<file path="src/rtl/mode_select_debounce.sv">
// Push-button debouncer: the debounced level flips only after DEB_CYCLES
// consecutive raw samples disagree with it. rise_pulse is high for the one cycle after a 0->1 flip.
module mode_select_debounce #(
  parameter int DEB_CYCLES = 6
) (
  input  logic clk,
  input  logic reset,
  input  logic btn_in,
  output logic btn_out,
  output logic rise_pulse
);

  localparam logic [7:0] LAST = 8'(DEB_CYCLES - 1);

  logic [7:0] cnt_q, cnt_d;
  logic       state_q, state_d;
  logic       rise_q, rise_d;

  always_comb begin
    state_d = state_q;
    cnt_d   = '0;
    rise_d  = 1'b0;
    // Any agreeing sample restarts the count, so short glitches are dropped.
    if (btn_in != state_q) begin
      if (cnt_q == LAST) begin
        state_d = ~state_q;
        rise_d  = ~state_q;
      end else begin
        cnt_d = cnt_q + 8'd1;
      end
    end
  end

  always_ff @(posedge clk) begin
    if (!reset) begin
      cnt_q   <= '0;
      state_q <= 1'b0;
      rise_q  <= 1'b0;
    end else begin
      cnt_q   <= cnt_d;
      state_q <= state_d;
      rise_q  <= rise_d;
    end
  end

  assign btn_out    = state_q;
  assign rise_pulse = rise_q;

endmodule

</file>
<file path="src/rtl/mode_select.sv">
// Mode/limit control for the advanced counter: debounced toggles for carry and
// max-limit modes, plus a level-loaded 24-bit max limit register.
module mode_select #(
  parameter int DEB_CYCLES = 6
) (
  input  logic        clk,
  input  logic        reset,
  input  logic [23:0] cnt_in,
  input  logic        carry_set,
  input  logic        max_set,
  input  logic        refresh_limits,
  output logic [23:0] max_out,
  output logic        max_en,
  output logic        carry_en
);

  localparam int CNT_W   = 24;
  localparam int NUM_BTN = 2;
  localparam int B_CARRY = 0;
  localparam int B_MAX   = 1;

  logic [NUM_BTN-1:0] btn_raw, btn_deb, btn_rise;
  logic [NUM_BTN-1:0] mode_q, mode_d;
  logic [CNT_W-1:0]   max_out_q, max_out_d;

  assign btn_raw = {max_set, carry_set};

  for (genvar b = 0; b < NUM_BTN; b++) begin : g_btn
    mode_select_debounce #(.DEB_CYCLES(DEB_CYCLES)) u_deb (
      .clk       (clk),
      .reset     (reset),
      .btn_in    (btn_raw[b]),
      .btn_out   (btn_deb[b]),
      .rise_pulse(btn_rise[b])
    );
  end

  always_comb begin
    // Pulse is only ever raised while the debounced level is high; gate anyway.
    mode_d    = mode_q ^ (btn_rise & btn_deb);
    max_out_d = refresh_limits ? cnt_in : max_out_q;
  end

  always_ff @(posedge clk) begin
    if (!reset) begin
      mode_q    <= '0;
      max_out_q <= '0;
    end else begin
      mode_q    <= mode_d;
      max_out_q <= max_out_d;
    end
  end

  assign max_out  = max_out_q;
  assign carry_en = mode_q[B_CARRY];
  // A zero limit never enables limiting, whatever the mode register says.
  assign max_en   = mode_q[B_MAX] & (max_out_q != '0);

endmodule

</file>
<file path="config.mk">
export PLATFORM = sky130hd
export DESIGN_NAME = mode_select
export DESIGN_NICKNAME = d
export VERILOG_FILES = /design/src/rtl/mode_select_debounce.sv /design/src/rtl/mode_select.sv
export SDC_FILE = /design/constraint.sdc
export NUM_CORES = 1
export LEC_CHECK = 0
export ABC_AREA = 0
export BUFFER_PORTS_ARGS = -buffer_cell sky130_fd_sc_hd__clkbuf_2
export CORE_MARGIN = 10
export CORE_UTILIZATION = 46
export DETAILED_ROUTE_END_ITERATION = 16
export GPL_TIMING_DRIVEN = 1
export PLACE_DENSITY = 0.72
export SYNTH_ARGS = -nofsm -noshare
export SYNTH_HDL_FRONTEND = slang
export SYNTH_SLANG_ARGS = --single-unit
</file>
<file path="constraint.sdc">
create_clock -name clk -period 3.96 [get_ports clk]
set_input_delay 0.198 -clock clk [delete_from_list [all_inputs] [get_ports clk]]
set_output_delay 0.198 -clock clk [all_outputs]
set_load 0.02 [all_outputs]
</file>
Yosys cells after proc, flatten, opt, wreduce, memory -nomap -nowiden. Index checks and enable logic that the tools add are counted.

Register bits after elaboration: 46. Logic and storage cells: 29. Input port bits: 29. Output and inout bits: 26.

Add/subtract/negate cells: 2. Bitwise logic cells: 8. Equality and inequality tests: 4. Reductions and logical operators: 7.

Operator list (number): nonzero test 24 bit (1); adder 8 x 1 -> 8 bit, second input constant (2); == test 8 x 3 -> 1 bit, second input constant (2); AND reduction 3 bit (2); OR reduction 3 bit (2); inverter 1 bit (5); AND reduction 2 bit (2); AND 2 bit (1); inequality test 1 bit (2); XOR 2 bit (1); AND 1 bit (1).

Depth between registers and ports, before layout. Gate-level depths: netlist (run 1).

Depth in word-level cells: 3. Depth in mapped cells: 5. Gate-level depth less buffers: 5.

Hierarchy. Synthesis (run 1) repeated with hierarchy kept, for this count alone.

Cell total of the unflattened synthesis: 186. Area, all modules: 1924.3 µm².

Modules (own cells, without submodules): mode_select (cells each 94, times used 1, area each 1068.5 µm², sequential area each 520.5 µm²); mode_select_debounce (cells each 46, times used 2, area each 427.9 µm², sequential area each 200.2 µm²).

Worst setup path after synthesis (run 1). Ideal clock, no wire load.

Path kind: reg2reg. Start: reg g_btn[1].u_deb.cnt_q[0]. End: reg g_btn[1].u_deb.state_q. Period minus slack after synthesis: 1.517 ns. Path slack: 2.443 ns. Arrival time: 1.447 ns. Stages on the path, launching flop included: 5. Buffers on the path: 0. Cells stage by stage: dfxtp_1 > ha_1 > or4b_4 > or3_1 > a21oi_1.

Cells in the longest elaborated chain, start to end: 2.

Ends and longest elaborated chain: from (decl) (RTL line mode_select_debounce.sv:15) `logic [7:0] cnt_q, cnt_d;`; from (signal assigned) (RTL line mode_select_debounce.sv:40) `cnt_q <= cnt_d;`; == test 8 x 3 -> 1 bit (RTL line mode_select_debounce.sv:25) `if (cnt_q == LAST) begin`; AND reduction 2 bit (no source line); to (signal assigned) (RTL line mode_select_debounce.sv:41) `state_q <= state_d;`; to (decl) (RTL line mode_select_debounce.sv:16) `logic state_q, state_d;`.

No other way between the ends. A chain may end at the register's enable or synchronous reset.

Worst setup path after layout (run 1).
Start: reg max_out_q[22] (netlist: max_out[22]). End: out max_en.

Cells in the longest elaborated chain, start to end: 2.

Ends and longest elaborated chain: from (decl) (RTL line mode_select.sv:24) `logic [CNT_W-1:0] max_out_q, max_out_d;`; from (signal assigned) (RTL line mode_select.sv:50) `max_out_q <= max_out_d;`; nonzero test 24 bit (RTL line mode_select.sv:57) `assign max_en = mode_q[B_MAX] & (max_out_q != '0);`; AND 1 bit (RTL line mode_select.sv:57); to (decl) (RTL line mode_select.sv:13) `output logic max_en,`.

No other way between the ends.

==> results of run 1 <==
## layer usage
metal	track usage [%]	routed length (um)	share of wire (%)
met5	0	0	0
met4	2.77	39	1.0
met3	5.66	370	9.7
met2	16.6	1580	41
met1	13.8	1840	48
## critical path, cell delays in order (launching register included)
cell and delay, ns:
dfxtp_1 0.34, nor4_1 0.32, nand4_1 0.15, o21a_1 0.20
clkbuf_2 0.16
## kinds of logic after synthesis
logic type                 synth area share, %
and+or+nand+nor                           20.0
DFF                                       50.6
muxes                                     13.2
AOI/OAI and AO/OA                         6.19
buffers and inverters                     2.41
xor gates and xnor gates                  4.81
adders and majority gates                 2.75
## cell type report
cell class,count,share of cell area (%)
clock inverter,2,1.68
multi-input combinational,131,38.2
tap,48,2.68
inverter,6,1.01
timing repair buffer,54,12.1
clock buffer,6,3.24
sequential,46,41.1
## state kept, by name (all words and copies together), names as in the netlist
register and flops:
g_btn.u_deb.btn_out 2, g_btn.u_deb.cnt_q 16, g_btn.u_deb.rise_pulse 2, max_out 24, mode_q 2
## Yosys cell counts
| cell | n | share of area, % |
|---|---|---|
| dfxtp_1 | 46 | 51 |
| nor2_1 | 36 | 7.4 |
| mux2i_1 | 24 | 13 |
| a21oi_1 | 8 | 2.2 |
| nand2_1 | 8 | 1.7 |
| nor4_1 | 8 | 2.8 |
| o21ai_0 | 8 | 2.2 |
| or3_1 | 8 | 2.8 |
| xor2_1 | 8 | 3.9 |
| nand3_1 | 7 | 1.9 |
| inv_1 | 5 | 1.0 |
| ha_1 | 4 | 2.8 |
| clkbuf_1 | 3 | 0.62 |
| nand4_1 | 3 | 1.0 |
| buf_2 | 2 | 0.55 |
| o211ai_2 | 2 | 1.4 |
| or3b_2 | 2 | 0.96 |
| or4b_4 | 2 | 1.5 |
| xnor2_1 | 2 | 0.96 |
| inv_2 | 1 | 0.21 |
| o21a_1 | 1 | 0.41 |
## metrics by stage
stage          instance area, sq um  worst slack (ns)  cells
2_1_floorplan                  1820              2.44    188
3_3_place_gp                   2130              2.35    285
3_5_place_dp                   2130              2.32    285
4_1_cts                        2240              2.25    293
5_1_grt                        2240              2.16    293
6_report                       2240              2.29    293
## worst min-delay path by stage
stage,start,endpoint,slack (ns),cells after the start
2_1_floorplan,carry_set,g_btn[0].u_deb.rise_pulse,0.32,2
3_3_place_gp,cnt_in[2],max_out[2],0.43,3
3_5_place_dp,cnt_in[16],max_out[16],0.44,3
4_1_cts,carry_set,g_btn[0].u_deb.rise_pulse,0.13,3
5_1_grt,cnt_in[19],max_out[19],0.13,3
6_report,cnt_in[19],max_out[19],0.14,3
## power by group through the flow
| stage | registers, mW | clock network, mW | logic, mW |
|---|---|---|---|
| 3_5_place_dp | 0.503 | 0 | 0.100 |
| 3_3_place_gp | 0.502 | 0 | 0.0986 |
| 4_1_cts | 0.492 | 0.348 | 0.100 |
| 6_report | 0.492 | 0.338 | 0.0982 |
| 5_1_grt | 0.495 | 0.369 | 0.110 |
| 2_1_floorplan | 0.519 | 0 | 0.0442 |
==> results.json, run 1 <==
{
  "outcome": "completed",
  "timing_worst_slew_pin_value_ns": 0.762,
  "cp.required_ns": 3.76,
  "worstReg2RegEnd": "g_btn[1].u_deb.cnt_q[3]",
  "worst-setup-path-type": "reg -> out",
  "syn-num-nets": 221,
  "cts_made_buffers": 5,
  "tritoncts": "done",
  "holdCritPathClass": "in -> reg",
  "multi_input_comb_area_sq_um": 855,
  "cts.sink_count": 46,
  "nNetsFinal": 277,
  "final_layout_size_suffix_gt1_share_pct": 27.8,
  "worst-path-max-fanout": 3,
  "ctsLongestPathBuffers": 2,
  "ir_drop_uv": 257,
  "drc": 0,
  "route.final.wire_length_mm": 3.82,
  "drtPass1Iterations": 4,
  "worst_setup_path_endpoint": "max_en",
  "syn_avg_cell_area_sq_um": 9.68,
  "pwr_density_cell_nw_per_um2": 415,
  "buffers_inserted_during_post_cts_setup_optimization": 0,
  "num_io_pins": 55,
  "p_clk_share_pct": 36.4,
  "combPwrFrac_pct": 10.6,
  "reg2reg_depth": 4,
  "first_pass_grt_wire_length_mm": 6.63,
  "clock_tree_skew_after_final_layout_ns": 0.00644,
  "chipHeight_um": 82.9,
  "layout_worst_path_cycle_share_pct": 42.2,
  "rsz0062_at_grt": "no",
  "design.core.area_sq_um": 3740,
  "synthesis.instances": 188,
  "design.die.area_sq_um": 6870,
  "syn-cell-area_sq_um": 1820,
  "start_util_pct": 48.6,
  "filler_cell_count": 358,
  "timing.critical_path.to_type": "output port",
  "clock_latency_ns": 0.29,
  "dp_hpwl_mm": 2.96,
  "grt_pass1_vias": 1410,
  "chipWidth_um": 82.9,
  "report.power.total_mw": 0.928,
  "port_buffers": 54,
  "antenna_found_initial": 0,
  "drt-initial-drc-count": 75,
  "vias_per_cell": 5.02,
  "antenna_cells_inserted": 0,
  "synth_cell_type_count": 21,
  "hold_buffers": 0,
  "htreeDepth": 2,
  "seq_cells_post_synth": 46,
  "seqCellArea_sq_um": 921,
  "leakage_nw": 1.01,
  "setup_viol": 0,
  "finalHoldWorstSlack_ns": 0.136,
  "setup.worst_path.start_class": "flop",
  "grt.overflow.total": 0,
  "yosysWarningCount": 0,
  "timing.max_cap.violations": 0,
  "startpoint_of_the_lowest_slack_register_to_register_path": "g_btn[1].u_deb.cnt_q[0]",
  "final_util_pct": 59.8,
  "worstSetupStartpoint": "max_out[22]",
  "fp-row-count": 22,
  "vias": 1471,
  "worst_ep_arrival_time_ns": 1.47,
  "power.sequential.fraction_pct": 53.0,
  "net-switching-power_mw": 0.219,
  "setup-tns-final_ns": 0,
  "gp_routability_congestion": 0.755,
  "cts_repair_resize_count": 0,
  "pin_count_of_the_biggest_net_entering_global_routing": 29,
  "power.switching_fraction_pct": 23.6,
  "commonest_non_fill_non_tap_cell_in_the_layout": "clkbuf_2",
  "period_needed_ns": 1.67,
  "relSlewSlack_pct": 49.2,
  "ys_seq_area_share_pct": 50.6,
  "root_buffer": "clkbuf_8",
  "slew_violations": 0,
  "cell_internal_pwr_mw": 0.709,
  "most-common-layout-cells": "54 x clkbuf_2, 46 x dfxtp_1, 36 x nor2_1, 24 x mux2i_1",
  "final_antenna_net_count": 0,
  "timing.final.hold_violations": 0,
  "fmaxAchievable_ghz": 0.598,
  "grt.total_usage_pct": 11.1,
  "wl_per_cell_um": 13.0,
  "synthToLayoutAreaGrowth_pct": 23.0,
  "cts.clk_slew.worst_paths_ns": 0.08,
  "timing.reg2reg.setup_slack_ns": 2.32
}
No activity file was read; power rests on OpenSTA's default activity.
==> run 2, diff against run 1 <==
Settings changed: CORE_UTILIZATION 46 to 45, PLACE_DENSITY 0.72 to 0.73.
Clock period 3.96 ns to 1.4 ns, I/O delays scaled along.
==> results.json, run 2 (synthesis gave the netlist of run 1 again) <==
{
  "rsz0062_at_grt": "yes",
  "tritoncts": "done",
  "fmaxAchievable_ghz": 0.649,
  "grt_pass1_vias": 1485,
  "slew_violations": 0,
  "worst-setup-path-type": "reg -> reg",
  "finalInstanceArea_sq_um": 2500,
  "period_needed_ns": 1.54,
  "timing.reg2reg.setup_slack_ns": -0.14,
  "drtPass1Iterations": 4,
  "drc": 0,
  "worst_path_largest_cell_delay_ns": 0.49,
  "cts.sink_count": 46,
  "cts.clk_slew.worst_paths_ns": 0.08,
  "num_io_pins": 55,
  "ctsLongestPathBuffers": 2,
  "pwr_density_cell_nw_per_um2": 1170,
  "vias_per_cell": 4.94,
  "start_util_pct": 46.1,
  "layout_worst_path_cycle_share_pct": 110,
  "worstSetupPathDepth": 5,
  "synthToLayoutAreaGrowth_pct": 37.2,
  "detailed_place.area_sq_um": 2270,
  "layout_setup_ws_ns": -0.142,
  "vias": 1540,
  "timing.final.hold_violations": 0,
  "setup-tns-final_ns": -1.19,
  "worstSetupStartpoint": "g_btn[0].u_deb.cnt_q[1]",
  "antenna_found_initial": 0,
  "chipWidth_um": 83.6,
  "leakage_nw": 1.13,
  "largest_register_ff_count": 24,
  "wl_per_cell_um": 13.2,
  "post-place-cells": 302,
  "ir_drop_uv": 536,
  "design.core.area_sq_um": 3940,
  "cp.required_ns": 1.63,
  "setup_viol": 19,
  "route.final.wire_length_mm": 4.13,
  "outcome": "finished with violations",
  "worst_setup_path_endpoint": "g_btn[0].u_deb.btn_out",
  "filler_cell_count": 325,
  "cts_made_buffers": 5,
  "nNetsFinal": 294,
  "startpoint_of_the_lowest_slack_register_to_register_path": "g_btn[0].u_deb.cnt_q[1]",
  "final_antenna_net_count": 0,
  "grt.overflow.total": 0,
  "worstReg2RegEnd": "g_btn[0].u_deb.btn_out",
  "port_buffers": 54,
  "worst-path-max-fanout": 3,
  "pin_count_of_the_biggest_net_entering_global_routing": 29,
  "chain_of_cells_forming_the_critical_path": "inv_2, ha_4, or4b_4, or3_1, a21oi_1",
  "gp_routability_congestion": 0.759,
  "timing_worst_slew_pin_value_ns": 0.447,
  "timing.max_cap.violations": 0,
  "root_buffer": "clkbuf_8",
  "chipHeight_um": 83.6,
  "reg2reg_depth": 5,
  "commonest_non_fill_non_tap_cell_in_the_layout": "clkbuf_2",
  "final_layout_size_suffix_gt1_share_pct": 38.5,
  "cp.buffers_inverters": 1,
  "final_util_pct": 63.3,
  "clock_tree_skew_after_final_layout_ns": 0.00458,
  "crit_slowest_cell": "or4b_4",
  "clock_latency_ns": 0.30,
  "grt.total_usage_pct": 11.8,
  "timing.critical_path.to_type": "flop",
  "finalHoldWorstSlack_ns": 0.00945,
  "drt-initial-drc-count": 55,
  "worst_path_dominant_cell_family": "simple AND/OR/NAND/NOR gates",
  "most-common-layout-cells": "54 x clkbuf_2, 42 x dfxtp_1, 33 x nor2_1, 24 x mux2i_1, 13 x buf_4",
  "setup.worst_path.start_class": "flop",
  "fp-row-count": 23,
  "design.die.area_sq_um": 6990,
  "holdCritPathClass": "in -> reg",
  "htreeDepth": 2,
  "antenna_cells_inserted": 0,
  "first_pass_grt_wire_length_mm": 6.91,
  "relSlewSlack_pct": 70.1,
  "worst_ep_arrival_time_ns": 1.77,
  "dp_hpwl_mm": 3.06,
  "stdcell_count": 312,
  "placement.setup.worst_slack_ns": -0.135,
  "report.power.total_mw": 2.91,
  "violations": "negative setup slack"
}
==> run 2: cell types whose count changed in the layout (fill, tap and decap cells not counted), moves of 3 or more <==
cell and change:
nor2_1 -3, dfxtp_2 +4, nor4_1 -3, nor2_2 +3
dfxtp_1 -4, buf_4 +13, a21oi_1 -3, a21oi_2 +3
==> run 2: cell type report <==
type,count,area (sq um),area share [%]
clock buffers,6,82.6,3.31
clock inverters,2,60.1,2.41
inverters,6,22.5,0.902
multi-input cells,131,922,36.9
flip-flops and latches,46,926,37.1
well taps,50,62.6,2.51
repair buffers,71,420,16.8
==> run 2: worst min path at each step <==
stage | slack (ns) | cells after the start | startpoint | to
after global routing | 0.002 | 3 | cnt_in[21] | max_out[21]
after detailed placement | 0.32 | 3 | cnt_in[21] | max_out[21]
final | 0.009 | 3 | cnt_in[4] | max_out[4]
after global placement | 0.31 | 3 | cnt_in[20] | max_out[20]
after floorplan | 0.19 | 2 | carry_set | g_btn[0].u_deb.rise_pulse
after CTS | 0.0007 | 3 | cnt_in[2] | max_out[2]
==> run 2: power breakdown <==
| part | internal (mW) | leakage [nW] | switching [mW] |
|---|---|---|---|
| sequential | 1.36 | 0.378 | 0.0358 |
| clock | 0.761 | 0.0714 | 0.432 |
| combinational | 0.146 | 0.681 | 0.178 |
==> run 2: metal layers <==
| metal | track usage, % | vias to the layer above | part of all wire, % |
|---|---|---|---|
| li1 | - | 799 | - |
| met1 | 13.9 | 690 | 46 |
| met2 | 17.8 | 46 | 44 |
| met3 | 6.25 | 5 | 9.2 |
| met4 | 3.65 | 0 | 1.3 |
| met5 | 0 | - | 0 |
==> run 2: worst register-to-register path, delay by kind of cell (launching register included) <==
kind            cells  cell delay, ns
buf+inv             1            0.06
fa+ha+maj           1            0.11
flops               1            0.33
simple gates        2            0.86
compound gates      1            0.12
==> run 2: repair_timing <==
action | in CTS | in global routing
hold buffers | 0 | 1
gates resized for setup | 12 | 6
pin swaps | 10 | 4
setup endpoints to repair | 21 | 20
endpoints found under the hold margin | 0 | 1
setup buffers | 0 | 1
==> run 3, diff against run 2 <==
Settings changed: BUFFER_PORTS_ARGS -buffer_cell sky130_fd_sc_hd__clkbuf_2 to -buffer_cell sky130_fd_sc_hd__buf_2, CTS_CLUSTER_SIZE from default to 40.
==> results.json, run 3 (synthesis gave the netlist of run 1 again) <==
{
  "drt-initial-drc-count": 52,
  "commonest_non_fill_non_tap_cell_in_the_layout": "buf_2",
  "layout_worst_path_cycle_share_pct": 109,
  "worst_ep_arrival_time_ns": 1.76,
  "wl_per_cell_um": 14.0,
  "period_needed_ns": 1.52,
  "net-switching-power_mw": 0.636,
  "root_buffer": "clkbuf_8",
  "vias_per_cell": 5.01,
  "filler_cell_count": 347,
  "relSlewSlack_pct": 67.9,
  "pin_count_of_the_biggest_net_entering_global_routing": 29,
  "htreeDepth": 2,
  "most-common-layout-cells": "53 x buf_2, 37 x dfxtp_1, 35 x nor2_1, 24 x mux2i_1, 13 x buf_4",
  "route.final.wire_length_mm": 4.31,
  "cell_internal_pwr_mw": 1.85,
  "cp.required_ns": 1.64,
  "chipHeight_um": 83.6,
  "final_antenna_net_count": 0,
  "worst-path-max-fanout": 4,
  "power.sequential.fraction_pct": 56.4,
  "timing.max_cap.violations": 0,
  "outcome": "finished with violations",
  "tritoncts": "done",
  "design.die.area_sq_um": 6990,
  "placement.setup.worst_slack_ns": -0.107,
  "fp-row-count": 23,
  "cts.clk_slew.worst_paths_ns": 0.08,
  "cts.sink_count": 46,
  "num_io_pins": 55,
  "final_util_pct": 62.4,
  "design.core.area_sq_um": 3940,
  "fmaxAchievable_ghz": 0.656,
  "clock_latency_ns": 0.30,
  "clock_tree_skew_after_final_layout_ns": 0.00506,
  "grt.overflow.total": 0,
  "antenna_found_initial": 0,
  "cts_made_buffers": 5,
  "worst-setup-path-type": "reg -> reg",
  "antenna_cells_inserted": 0,
  "hold_buffers": 0,
  "grt.total_usage_pct": 11.7,
  "port_buffers": 54,
  "final_layout_size_suffix_gt1_share_pct": 40.9,
  "nNetsFinal": 292,
  "pwr_density_cell_nw_per_um2": 1010,
  "timing.critical_path.to_type": "flop",
  "layout_setup_ws_ns": -0.125,
  "power.switching_fraction_pct": 25.6,
  "gp_routability_congestion": 0.769,
  "leakage_nw": 1.11,
  "ctsLongestPathBuffers": 2,
  "drc": 0,
  "start_util_pct": 46.1,
  "holdCritPathClass": "in -> reg",
  "drtPass1Iterations": 4,
  "setup.worst_path.start_class": "flop",
  "slew_violations": 0,
  "buffers_inserted_during_post_cts_setup_optimization": 0,
  "grt_pass1_vias": 1543,
  "combPwrFrac_pct": 13.1,
  "p_clk_share_pct": 30.6,
  "first_pass_grt_wire_length_mm": 6.96,
  "violations": "negative setup slack",
  "largest_register_ff_count": 24,
  "ir_drop_uv": 408,
  "dp_hpwl_mm": 3.17,
  "timing.reg2reg.setup_slack_ns": -0.12,
  "chipWidth_um": 83.6,
  "timing_worst_slew_pin_value_ns": 0.481,
  "rsz0062_at_grt": "yes",
  "setup_viol": 19,
  "vias": 1547,
  "timing.final.hold_violations": 0,
  "synthToLayoutAreaGrowth_pct": 35.3
}
-- run 3: changes by cell type in the layout (fill, tap and decap cells not counted), sizes merged --
cell | previous run | this run
dlygate4sd3 | 1 | 0
clkbuf | 60 | 7
buf | 16 | 69
bufinv | 2 | 0
-- run 3: per-layer routing --
layer	vias up	part of all wire (%)	track usage [%]
met1	704	43	12.6
met2	48	46	19.0
met4	0	1.5	5.02
met3	7	9.9	5.86
li1	788	-	-
met5	-	0	0
-- run 3: final timing paths --
kind,from,depth (start not counted),to
max,g_btn[0].u_deb.cnt_q[1],5,g_btn[0].u_deb.btn_out
min,cnt_in[21],3,max_out[21]
max reg2reg,g_btn[0].u_deb.cnt_q[1],5,g_btn[0].u_deb.btn_out
min reg2reg,g_btn[0].u_deb.cnt_q[7],2,g_btn[0].u_deb.cnt_q[7]
-- run 3: power groups by stage --
stage / combinational, mW / clock (mW) / sequential (mW)
after detailed placement: 0.310 / 0 / 1.42
after CTS: 0.319 / 0.787 / 1.39
after floorplan: 0.127 / 0 / 1.47
after global routing: 0.358 / 0.830 / 1.41
after global placement: 0.304 / 0 / 1.42
final: 0.326 / 0.761 / 1.40
-- run 3: cell type report --
type	instances	area (sq um)	area share, %
clock buffers	7	76.3	3.10
inverters	6	22.5	0.915
multi-input cells	131	962	39.1
flip-flops and latches	46	932	37.9
well taps	50	62.6	2.54
repair buffers	69	405	16.5
-- run 3: timing repair --
| action | CTS | global route |
|---|---|---|
| resized for setup | 13 | 17 |
| endpoints found under the setup margin | 19 | 20 |
| hold endpoints to repair | 0 | 0 |
| pin swaps | 8 | 6 |
-- run 3: worst max-delay path, stage by stage (launching register included) --
cell	delay (ns)
dfxtp_2	0.33
inv_2	0.05
ha_4	0.10
or4b_4	0.48
or3_1	0.37
a21oi_2	0.12
-- run 3: metrics by stage --
stage | hold WS (ns) | instances | power (mW) | cell area [sq um] | setup TNS, ns
finish | 0.00427 | 309 | 2.49 | 2460 | -1.19
global route | 0.00486 | 309 | 2.60 | 2460 | -2.39
CTS | 0.000128 | 309 | 2.50 | 2390 | -1.20
detailed placement | 0.312 | 302 | 1.73 | 2270 | -1.26
global placement | 0.307 | 302 | 1.72 | 2270 | -0.782
floorplan | 0.189 | 188 | 1.60 | 1830 | -0.468
